$ cat config.mk
export PLATFORM = sky130hd
export DESIGN_NAME = pulse_gen
export DESIGN_NICKNAME = d
export VERILOG_FILES = /design/src/rtl/freq_pkg.sv /design/src/rtl/gate_timer.sv /design/src/rtl/pulse_gen.sv
export SDC_FILE = /design/constraint.sdc
export NUM_CORES = 1
export LEC_CHECK = 0
export CAP_MARGIN = 5
export CORE_ASPECT_RATIO = 0.5
export CORE_UTILIZATION = 55
export DETAILED_ROUTE_END_ITERATION = 10
export PLACE_DENSITY = 0.76
export SETUP_SLACK_MARGIN = 0.15
export SYNTH_ARGS = -nofsm -noshare
export SYNTH_HDL_FRONTEND = slang
export SYNTH_SLANG_ARGS = --single-unit
$ cat constraint.sdc
create_clock -name clk -period 4.3 [get_ports clk]
set_input_delay 0.86 -clock clk [delete_from_list [all_inputs] [get_ports clk]]
set_output_delay 0.86 -clock clk [all_outputs]
set_load 0.005 [all_outputs]
$ cat src/rtl/freq_pkg.sv
// rtl/freq_pkg.sv - shared defaults, FSM state encoding and sizing helper for pulse_gen
package freq_pkg;

  localparam int unsigned GATE_CYCLES_DEF = 50000000;
  localparam int unsigned CNT_W_DEF       = 16;

  typedef enum logic [1:0] {
    ST_IDLE = 2'd0,
    ST_RUN  = 2'd1,
    ST_STOP = 2'd2
  } state_e;

  // Accumulator holds at most (GATE_CYCLES-1) + 2*(GATE_CYCLES/2) before subtraction.
  function automatic int unsigned acc_bits(input int unsigned gate);
    return $clog2(2 * gate + 1);
  endfunction

endpackage

$ cat src/rtl/gate_timer.sv
// rtl/gate_timer.sv - window cycle counter producing win_start and last_cycle strobes
module gate_timer
  import freq_pkg::*;
#(
  parameter int unsigned GATE_CYCLES = GATE_CYCLES_DEF
) (
  input  logic clk,
  input  logic rst_n,
  input  logic en,
  output logic win_start,
  output logic last_cycle
);

  localparam int unsigned CW = (GATE_CYCLES > 2) ? $clog2(GATE_CYCLES) : 1;
  localparam logic [CW-1:0] LAST = CW'(GATE_CYCLES - 1);

  logic [CW-1:0] cnt_q;
  logic [CW-1:0] cnt_d;

  always_comb begin
    cnt_d = '0;
    if (en && (cnt_q != LAST)) begin
      cnt_d = cnt_q + CW'(1);
    end
  end

  always_ff @(posedge clk or negedge rst_n) begin
    if (!rst_n) begin
      cnt_q <= '0;
    end else begin
      cnt_q <= cnt_d;
    end
  end

  assign win_start  = en && (cnt_q == '0);
  assign last_cycle = en && (cnt_q == LAST);

endmodule

$ cat src/rtl/pulse_gen.sv
// rtl/pulse_gen.sv - gated-window square-wave generator with exact rising-edge count per window
module pulse_gen
  import freq_pkg::*;
#(
  parameter int unsigned GATE_CYCLES = GATE_CYCLES_DEF,
  parameter int unsigned CNT_W       = CNT_W_DEF
) (
  input  logic             clk,
  input  logic             rst_n,
  input  logic             run,
  input  logic             cfg_valid,
  input  logic [CNT_W-1:0] cfg_count,
  output logic             cfg_ready,
  output logic             fout,
  output logic             win_start,
  output logic             busy,
  output logic [CNT_W-1:0] active_count
);

  localparam int unsigned ACC_W = acc_bits(GATE_CYCLES);
  localparam int unsigned HALF  = GATE_CYCLES / 2;
  localparam logic [ACC_W-1:0] G_ACC = ACC_W'(GATE_CYCLES);

  state_e state_q, state_d;
  logic [CNT_W-1:0] active_q, active_d;
  logic [CNT_W-1:0] shadow_q, shadow_d;
  logic             pending_q, pending_d;
  logic [ACC_W-1:0] acc_q, acc_d;
  logic             fout_q, fout_d;

  logic             last_cycle;
  logic             accept;
  logic [CNT_W-1:0] cfg_clamped;
  logic [ACC_W-1:0] step;
  logic [ACC_W-1:0] sum;

  assign busy = (state_q != ST_IDLE);

  gate_timer #(
    .GATE_CYCLES(GATE_CYCLES)
  ) u_timer (
    .clk       (clk),
    .rst_n     (rst_n),
    .en        (busy),
    .win_start (win_start),
    .last_cycle(last_cycle)
  );

  always_comb begin
    state_d = state_q;
    case (state_q)
      ST_IDLE: if (run) state_d = ST_RUN;
      // Dropping run on the final cycle needs no STOP: the window is already complete.
      ST_RUN:  if (!run) state_d = last_cycle ? ST_IDLE : ST_STOP;
      ST_STOP: begin
        if (run) begin
          state_d = ST_RUN;
        end else if (last_cycle) begin
          state_d = ST_IDLE;
        end
      end
      default: state_d = ST_IDLE;
    endcase
  end

  // More than one toggle per cycle is impossible, so GATE_CYCLES/2 is the ceiling.
  always_comb begin
    cfg_clamped = cfg_count;
    if (32'(cfg_count) > HALF) begin
      cfg_clamped = CNT_W'(HALF);
    end
  end

  assign cfg_ready = !pending_q;
  assign accept    = cfg_valid && cfg_ready;

  // active_count only changes outside a window or on its last cycle, so it is stable per window.
  always_comb begin
    active_d  = active_q;
    shadow_d  = shadow_q;
    pending_d = pending_q;
    if (!busy) begin
      if (accept) active_d = cfg_clamped;
    end else if (last_cycle) begin
      if (pending_q) begin
        active_d = shadow_q;
      end else if (accept) begin
        active_d = cfg_clamped;
      end
      pending_d = 1'b0;
    end else if (accept) begin
      shadow_d  = cfg_clamped;
      pending_d = 1'b1;
    end
  end

  assign step = ACC_W'({active_q, 1'b0});
  assign sum  = acc_q + step;

  // Clearing on the last cycle makes fout 0 and the accumulator empty in cycle 0 of every window.
  always_comb begin
    acc_d  = '0;
    fout_d = 1'b0;
    if (busy && !last_cycle) begin
      if (sum >= G_ACC) begin
        acc_d  = sum - G_ACC;
        fout_d = ~fout_q;
      end else begin
        acc_d  = sum;
        fout_d = fout_q;
      end
    end
  end

  always_ff @(posedge clk or negedge rst_n) begin
    if (!rst_n) begin
      state_q   <= ST_IDLE;
      active_q  <= '0;
      shadow_q  <= '0;
      pending_q <= 1'b0;
      acc_q     <= '0;
      fout_q    <= 1'b0;
    end else begin
      state_q   <= state_d;
      active_q  <= active_d;
      shadow_q  <= shadow_d;
      pending_q <= pending_d;
      acc_q     <= acc_d;
      fout_q    <= fout_d;
    end
  end

  assign fout         = fout_q;
  assign active_count = active_q;

endmodule
==> results of run 1 <==
-- where the power goes --
group / switching [mW] / internal (mW) / total, mW
combinational: 0.968 / 0.684 / 1.65
clock: 0.332 / 0.455 / 0.787
sequential: 0.122 / 0.994 / 1.12
-- per-layer routing --
metal / track usage [%] / up-vias
met5: 0 / -
met4: 8.36 / 0
met3: 5.87 / 20
met2: 39.9 / 145
met1: 37.9 / 2275
li1: - / 2200
-- area by class of cell --
type | count | area share, %
clock buffer | 10 | 3.66
timing repair buffer | 51 | 7.64
clock inverter | 6 | 1.06
sequential | 88 | 35.2
inverter | 13 | 0.780
tap | 135 | 2.70
multi-input combinational | 461 | 48.9
-- through the flow --
stage	hold slack, ns	setup WS, ns
final	0.498	0.245
after global placement	0.480	0.388
after floorplan	0.455	0.761
after global routing	0.522	0.0941
after CTS	0.498	0.230
after detailed placement	0.493	0.286
-- Yosys cell counts (3+ instances only) --
cell type	instances
dfrtp_1	88
nor2_1	67
nand2_1	54
o21ai_0	34
xor2_1	33
a21oi_1	28
xnor2_1	23
ha_1	19
nand3_1	19
a22oi_1	17
mux2_2	16
clkbuf_1	13
inv_1	13
nor3_1	13
and3_1	11
nand4_1	11
o21ai_1	10
buf_2	9
o211ai_1	8
and2_1	7
nor4_1	7
a211oi_1	5
a21o_1	5
a211o_1	4
and4_1	4
o21a_1	4
or2_2	4
or4_1	4
nor2b_1	3
o31a_1	3
or3_1	3
-- state kept, by name, summed over array words and instances (netlist names) --
name           flops
acc_q             26
u_timer.cnt_q     26
active_count      16
shadow_q          16
state_q            2
fout               1
pending_q          1
-- worst min path at each step --
| stage | endpoint | slack [ns] | depth (start not counted) |
|---|---|---|---|
| floorplan | u_timer.cnt_q[0] | 0.45 | 1 |
| global placement | u_timer.cnt_q[0] | 0.48 | 1 |
| detailed placement | u_timer.cnt_q[0] | 0.49 | 1 |
| CTS | u_timer.cnt_q[0] | 0.50 | 1 |
| global route | state_q[0] | 0.52 | 1 |
| finish | u_timer.cnt_q[0] | 0.50 | 1 |
-- what timing repair did --
| action | CTS | global route |
|---|---|---|
| hold endpoints to repair | 0 | 0 |
| setup endpoints to repair | 0 | 10 |
| gates resized for setup | 0 | 2 |
| buffers inserted | 0 | 2 |
-- cell families after synthesis --
kind of cell | count (synthesis) | share of synthesized area, %
flip-flops | 88 | 40.8
XOR/XNOR | 56 | 9.09
multiplexers | 16 | 3.34
buffers and inverters | 38 | 2.99
AO/OA/AOI/OAI | 147 | 18.6
AND/OR/NAND/NOR | 221 | 20.4
adder cells (fa/ha/maj) | 20 | 4.78
-- critical path, stage by stage, from the launching register on --
cell and delay [ns]:
dfrtp_1 0.38, ha_1 0.21, inv_1 0.07, fa_1 0.42
nor2b_2 0.19, o31ai_2 0.14, nor3_2 0.28, nor2_1 0.17
a311oi_2 0.39, and4bb_1 0.31, nand4b_1 0.27, a211oi_4 0.45
nor2_2 0.09, or4_1 0.46, a21oi_1 0.15
==> impl_metrics.tcl, run 1 <==
set metrics [dict create \
    status "complete, no violations" \
    regArea_mm2 0.00220 \
    vias_per_cell 6.07 \
    hold_viol_final 0 \
    ctsHoldBuffers 0 \
    max-vdd-ir-drop_v 0.000251 \
    h-tree-depth 3 \
    synth_area_leaders "dfrtp_1 (41%), xor2_1 (5.4%), nor2_1 (4.7%)" \
    die_x_um 142 \
    worst_pin_slew_ns 0.813 \
    layoutNonFillerInstCount 764 \
    via_count 4640 \
    ys_seq_elements 88 \
    post-route-util_pct 66.0 \
    synth_top_cell_area_share_pct 40.8 \
    leakage_nw 2.66 \
    clockBufferDepth 2 \
    end_kind "register" \
    stdcell_area_mm2 0.00625 \
    core_region_area_mm2 0.00948 \
    syn_nets 626 \
    initial_core_util_pct 56.9 \
    reg2reg_depth 14 \
    r2r_slack_ns 0.24 \
    synthCells 586 \
    wl_per_cell_um 17.0 \
    cp_max_fo 6 \
    mostFrequentLayoutCells "dfrtp_1 (88), nor2_1 (67), nand2_1 (54), clkdlybuf4s50_1 (38), o21ai_0 (34)" \
    placementRows 25 \
    fin_nets 664 \
    yosysSeqAreaShare_pct 40.8 \
    routed.top_layer "met4" \
    fin_crit_ns 4.06 \
    worst_clock_skew_ns 0.0118 \
    place.gp.congestion 0.944 \
    slew_headroom_pct 45.8 \
    grt_max_degree 65 \
    cts_sinks 88 \
    ctsRootBufferMaster "clkbuf_16" \
    globalRouteOverflowTotal 0 \
    synth_flop_cell "dfrtp_1" \
    rsz0062_at_grt "true" \
    ant_nets 0 \
    cts_tree "done" \
    synth.distinct_cells 68 \
    critical_path_class "reg -> reg" \
    die-area_mm2 0.0102 \
    synthArstFlopShare_pct 100 \
    slew_viol_final 0 \
    start_kind "register" \
    clk_pin_slew_worst_paths_ns 0.06 \
    setup_tns_ns 0 \
    wl_met3_um 745 \
    first_pass_iters 5 \
    syn_to_final_growth_pct 15.9 \
    dpl_cell_area_mm2 0.00591 \
    dp_cells 745 \
    synth_top_cell_by_area "dfrtp_1" \
    antenna_found_initial 0 \
    rr_startpoint "active_count[0]" \
    fillCellCount 785 \
    io_pins 40 \
    wirelength_um 13000 \
    min_from "u_timer.cnt_q[0]" \
    final_layout_size_suffix_gt1_share_pct 10.3 \
    final_common_cell "dfrtp_1" \
    multi_input_area_mm2 0.00306 \
    min_path_type "reg -> reg" \
    track_usage_pct 26.4 \
    dp_hpwl_um 9330 \
    wl_met1_um 6330 \
    cts_inserted_buffers 9 \
    critical_path_required_ns 4.57 \
    grt_pass1_vias 4287 \
    syn_area_per_cell_um2 9.21 \
    rr_endpoint "acc_q[20]" \
    grt_first_pass_wirelength_um 20800 \
    post-route-period-util_pct 94.3 \
    wl_met2_um 5700 \
    p_total_mw 3.56 \
    max_freq_mhz 247 \
    drc 0 \
    cp.arrival_ns 4.32 \
    clock_latency_ns 0.35 \
    crit_end "acc_q[20]" \
    port_buffers 39 \
    die_h_um 72.0 \
    syn_area_mm2 0.00540 \
    drv_cap 0 \
    diodes 0 \
    synth_edf_count 0 \
    setup_viol 0 \
    crit_start "active_count[0]" \
    detail_route.iter0.violations 277 \
    yosysWarnings 0 \
    power_density_mw_per_mm2 569 \
]
Power figures use the tool's default switching activity.
==> inputs of run 2 (changes only) <==
CORE_MARGIN = 5   (was unset)
==> impl_metrics.tcl, run 2 (synthesized netlist as in run 1, its figures left out) <==
set metrics [dict create \
    dpl_cell_area_mm2 0.00591 \
    start_kind "register" \
    io_pins 40 \
    min_path_type "reg -> reg" \
    cts_sinks 88 \
    post-route-util_pct 65.9 \
    clockBufferDepth 2 \
    cts_tree "done" \
    p_sw_mw 1.41 \
    cpMaxStageDelayCell "or4_1" \
    cts_inserted_buffers 9 \
    syn_to_final_growth_pct 16.1 \
    worst_clock_skew_ns 0.00609 \
    die_h_um 80.0 \
    placementRows 25 \
    max_freq_mhz 250 \
    worstHoldPathCells 1 \
    final_layout_size_suffix_gt1_share_pct 10.5 \
    ctsRootBufferMaster "clkbuf_16" \
    power_density_mw_per_mm2 569 \
    grt_first_pass_wirelength_um 22100 \
    cp_max_fo 8 \
    first_pass_iters 5 \
    diodes 0 \
    wl_per_cell_um 16.9 \
    post-route-period-util_pct 93.1 \
    place.gp.congestion 0.969 \
    die-area_mm2 0.0120 \
    seq_power_share_pct 31.3 \
    comb_power_share_pct 46.2 \
    setup_viol 0 \
    cp_num_buf_inv 1 \
    fin_nets 664 \
    min_from "u_timer.cnt_q[0]" \
    top_regs "acc_q: 26 flops, u_timer.cnt_q: 26 flops" \
    critical_path_required_ns 4.57 \
    hold_end "u_timer.cnt_q[0]" \
    antenna_found_initial 0 \
    clock_latency_ns 0.34 \
    critical_path_class "reg -> reg" \
    crit_chain "ha_1 -> inv_1 -> fa_1 -> nor2b_2 -> o31ai_2 -> or3_4 -> a2111oi_4 -> a311oi_2 -> and4bb_2 -> nand2b_4 -> a211oi_4 -> nor2_2 -> or4_1 -> a21oi_1" \
    fin_crit_ns 4.00 \
    rr_startpoint "active_count[0]" \
    track_usage_pct 23.2 \
    clockPowerShare_pct 22.5 \
    r2r_slack_ns 0.30 \
    holdWs_ns 0.494 \
    swShare_pct 39.6 \
    drv_cap 0 \
    detail_route.iter0.violations 436 \
    port_buffers 39 \
    via_count 4621 \
    status "complete, no violations" \
    hold_viol_final 0 \
    stdcell_area_mm2 0.00627 \
    rsz0062_at_grt "false" \
    reg2reg_depth 14 \
    rr_endpoint "acc_q[20]" \
    internal_power_mw 2.15 \
    mostFrequentLayoutCells "dfrtp_1 (88), nor2_1 (67), nand2_1 (54), clkdlybuf4s50_1 (38), o21ai_0 (34)" \
    ctsHoldBuffers 0 \
    die_x_um 150 \
    wirelength_um 12900 \
    clk_pin_slew_worst_paths_ns 0.07 \
    fillCellCount 808 \
    grt_pass1_vias 4441 \
    globalRouteOverflowTotal 0 \
    core_region_area_mm2 0.00951 \
    slew_viol_final 0 \
    ant_nets 0 \
    final_common_cell "dfrtp_1" \
    setup_tns_ns 0 \
    worst_pin_slew_ns 1.10 \
    dp_hpwl_um 9270 \
    critPathMaxStageDelay_ns 0.49 \
    slew_headroom_pct 26.8 \
    max-vdd-ir-drop_v 0.000280 \
    initial_core_util_pct 56.7 \
    grt_max_degree 89 \
    drc 0 \
    crit_family "simple AND/OR/NAND/NOR gates" \
    cp.arrival_ns 4.27 \
    vias_per_cell 6.05 \
    crit_start "active_count[0]" \
    leakage_nw 2.66 \
    h-tree-depth 3 \
    end_kind "register" \
]
==> run 2: changes by cell type in the layout (fill, tap and decap cells not counted) <==
cell,delta
clkinv_2,-2
inv_8,+1
buf_4,+1
clkinvlp_4,+2
inv_6,-3
a311oi_1,-1
clkinv_4,+1
a311oi_2,+1
a211oi_2,-1
clkbuf_8,+1
==> run 2: repair_timing <==
item / 4_1_cts / 5_1_grt
resized for setup: 0 / 3
setup buffers: 0 / 4
setup endpoints to repair: 0 / 12
==> run 2: layout make-up <==
cell class	instances	area (um2)	share of cell area, %
inverters	13	48.8	0.779
clock buffers	11	243	3.87
multi-input cells	460	3050	48.7
flip-flops and latches	88	2200	35.1
repair buffers	52	485	7.75
clock inverters	5	65.1	1.04
well taps	135	169	2.70
==> run 2: power groups by stage <==
stage / clock network, mW / registers, mW / logic (mW)
3_3_place_gp: 0 / 1.12 / 1.59
3_5_place_dp: 0 / 1.13 / 1.59
6_report: 0.802 / 1.12 / 1.65
2_1_floorplan: 0 / 1.10 / 1.15
4_1_cts: 0.818 / 1.12 / 1.61
5_1_grt: 0.856 / 1.13 / 1.84
==> run 2: metrics by stage <==
stage / cells / power (mW) / worst slack [ns]
after floorplan: 586 / 2.24 / 0.761
after global placement: 744 / 2.71 / 0.366
after detailed placement: 744 / 2.73 / 0.255
after CTS: 760 / 3.55 / 0.205
after global routing: 764 / 3.83 / 0.0830
final: 764 / 3.57 / 0.295
==> run 2: worst max path at each step <==
stage,to,cells past startpoint
2_1_floorplan,acc_q[20],14
3_3_place_gp,acc_q[20],14
3_5_place_dp,acc_q[20],14
4_1_cts,acc_q[20],14
5_1_grt,acc_q[20],14
6_report,acc_q[20],14
==> run 2: metal layers <==
layer | share of wire [%] | vias up | routed length (um) | global-route usage (%)
li1 | - | 2196 | - | -
met5 | 0 | - | 0 | 0
met2 | 45 | 150 | 5800 | 37.4
met1 | 47 | 2254 | 6080 | 32.0
met4 | 1.1 | 0 | 146 | 5.38
met3 | 6.6 | 21 | 849 | 5.10
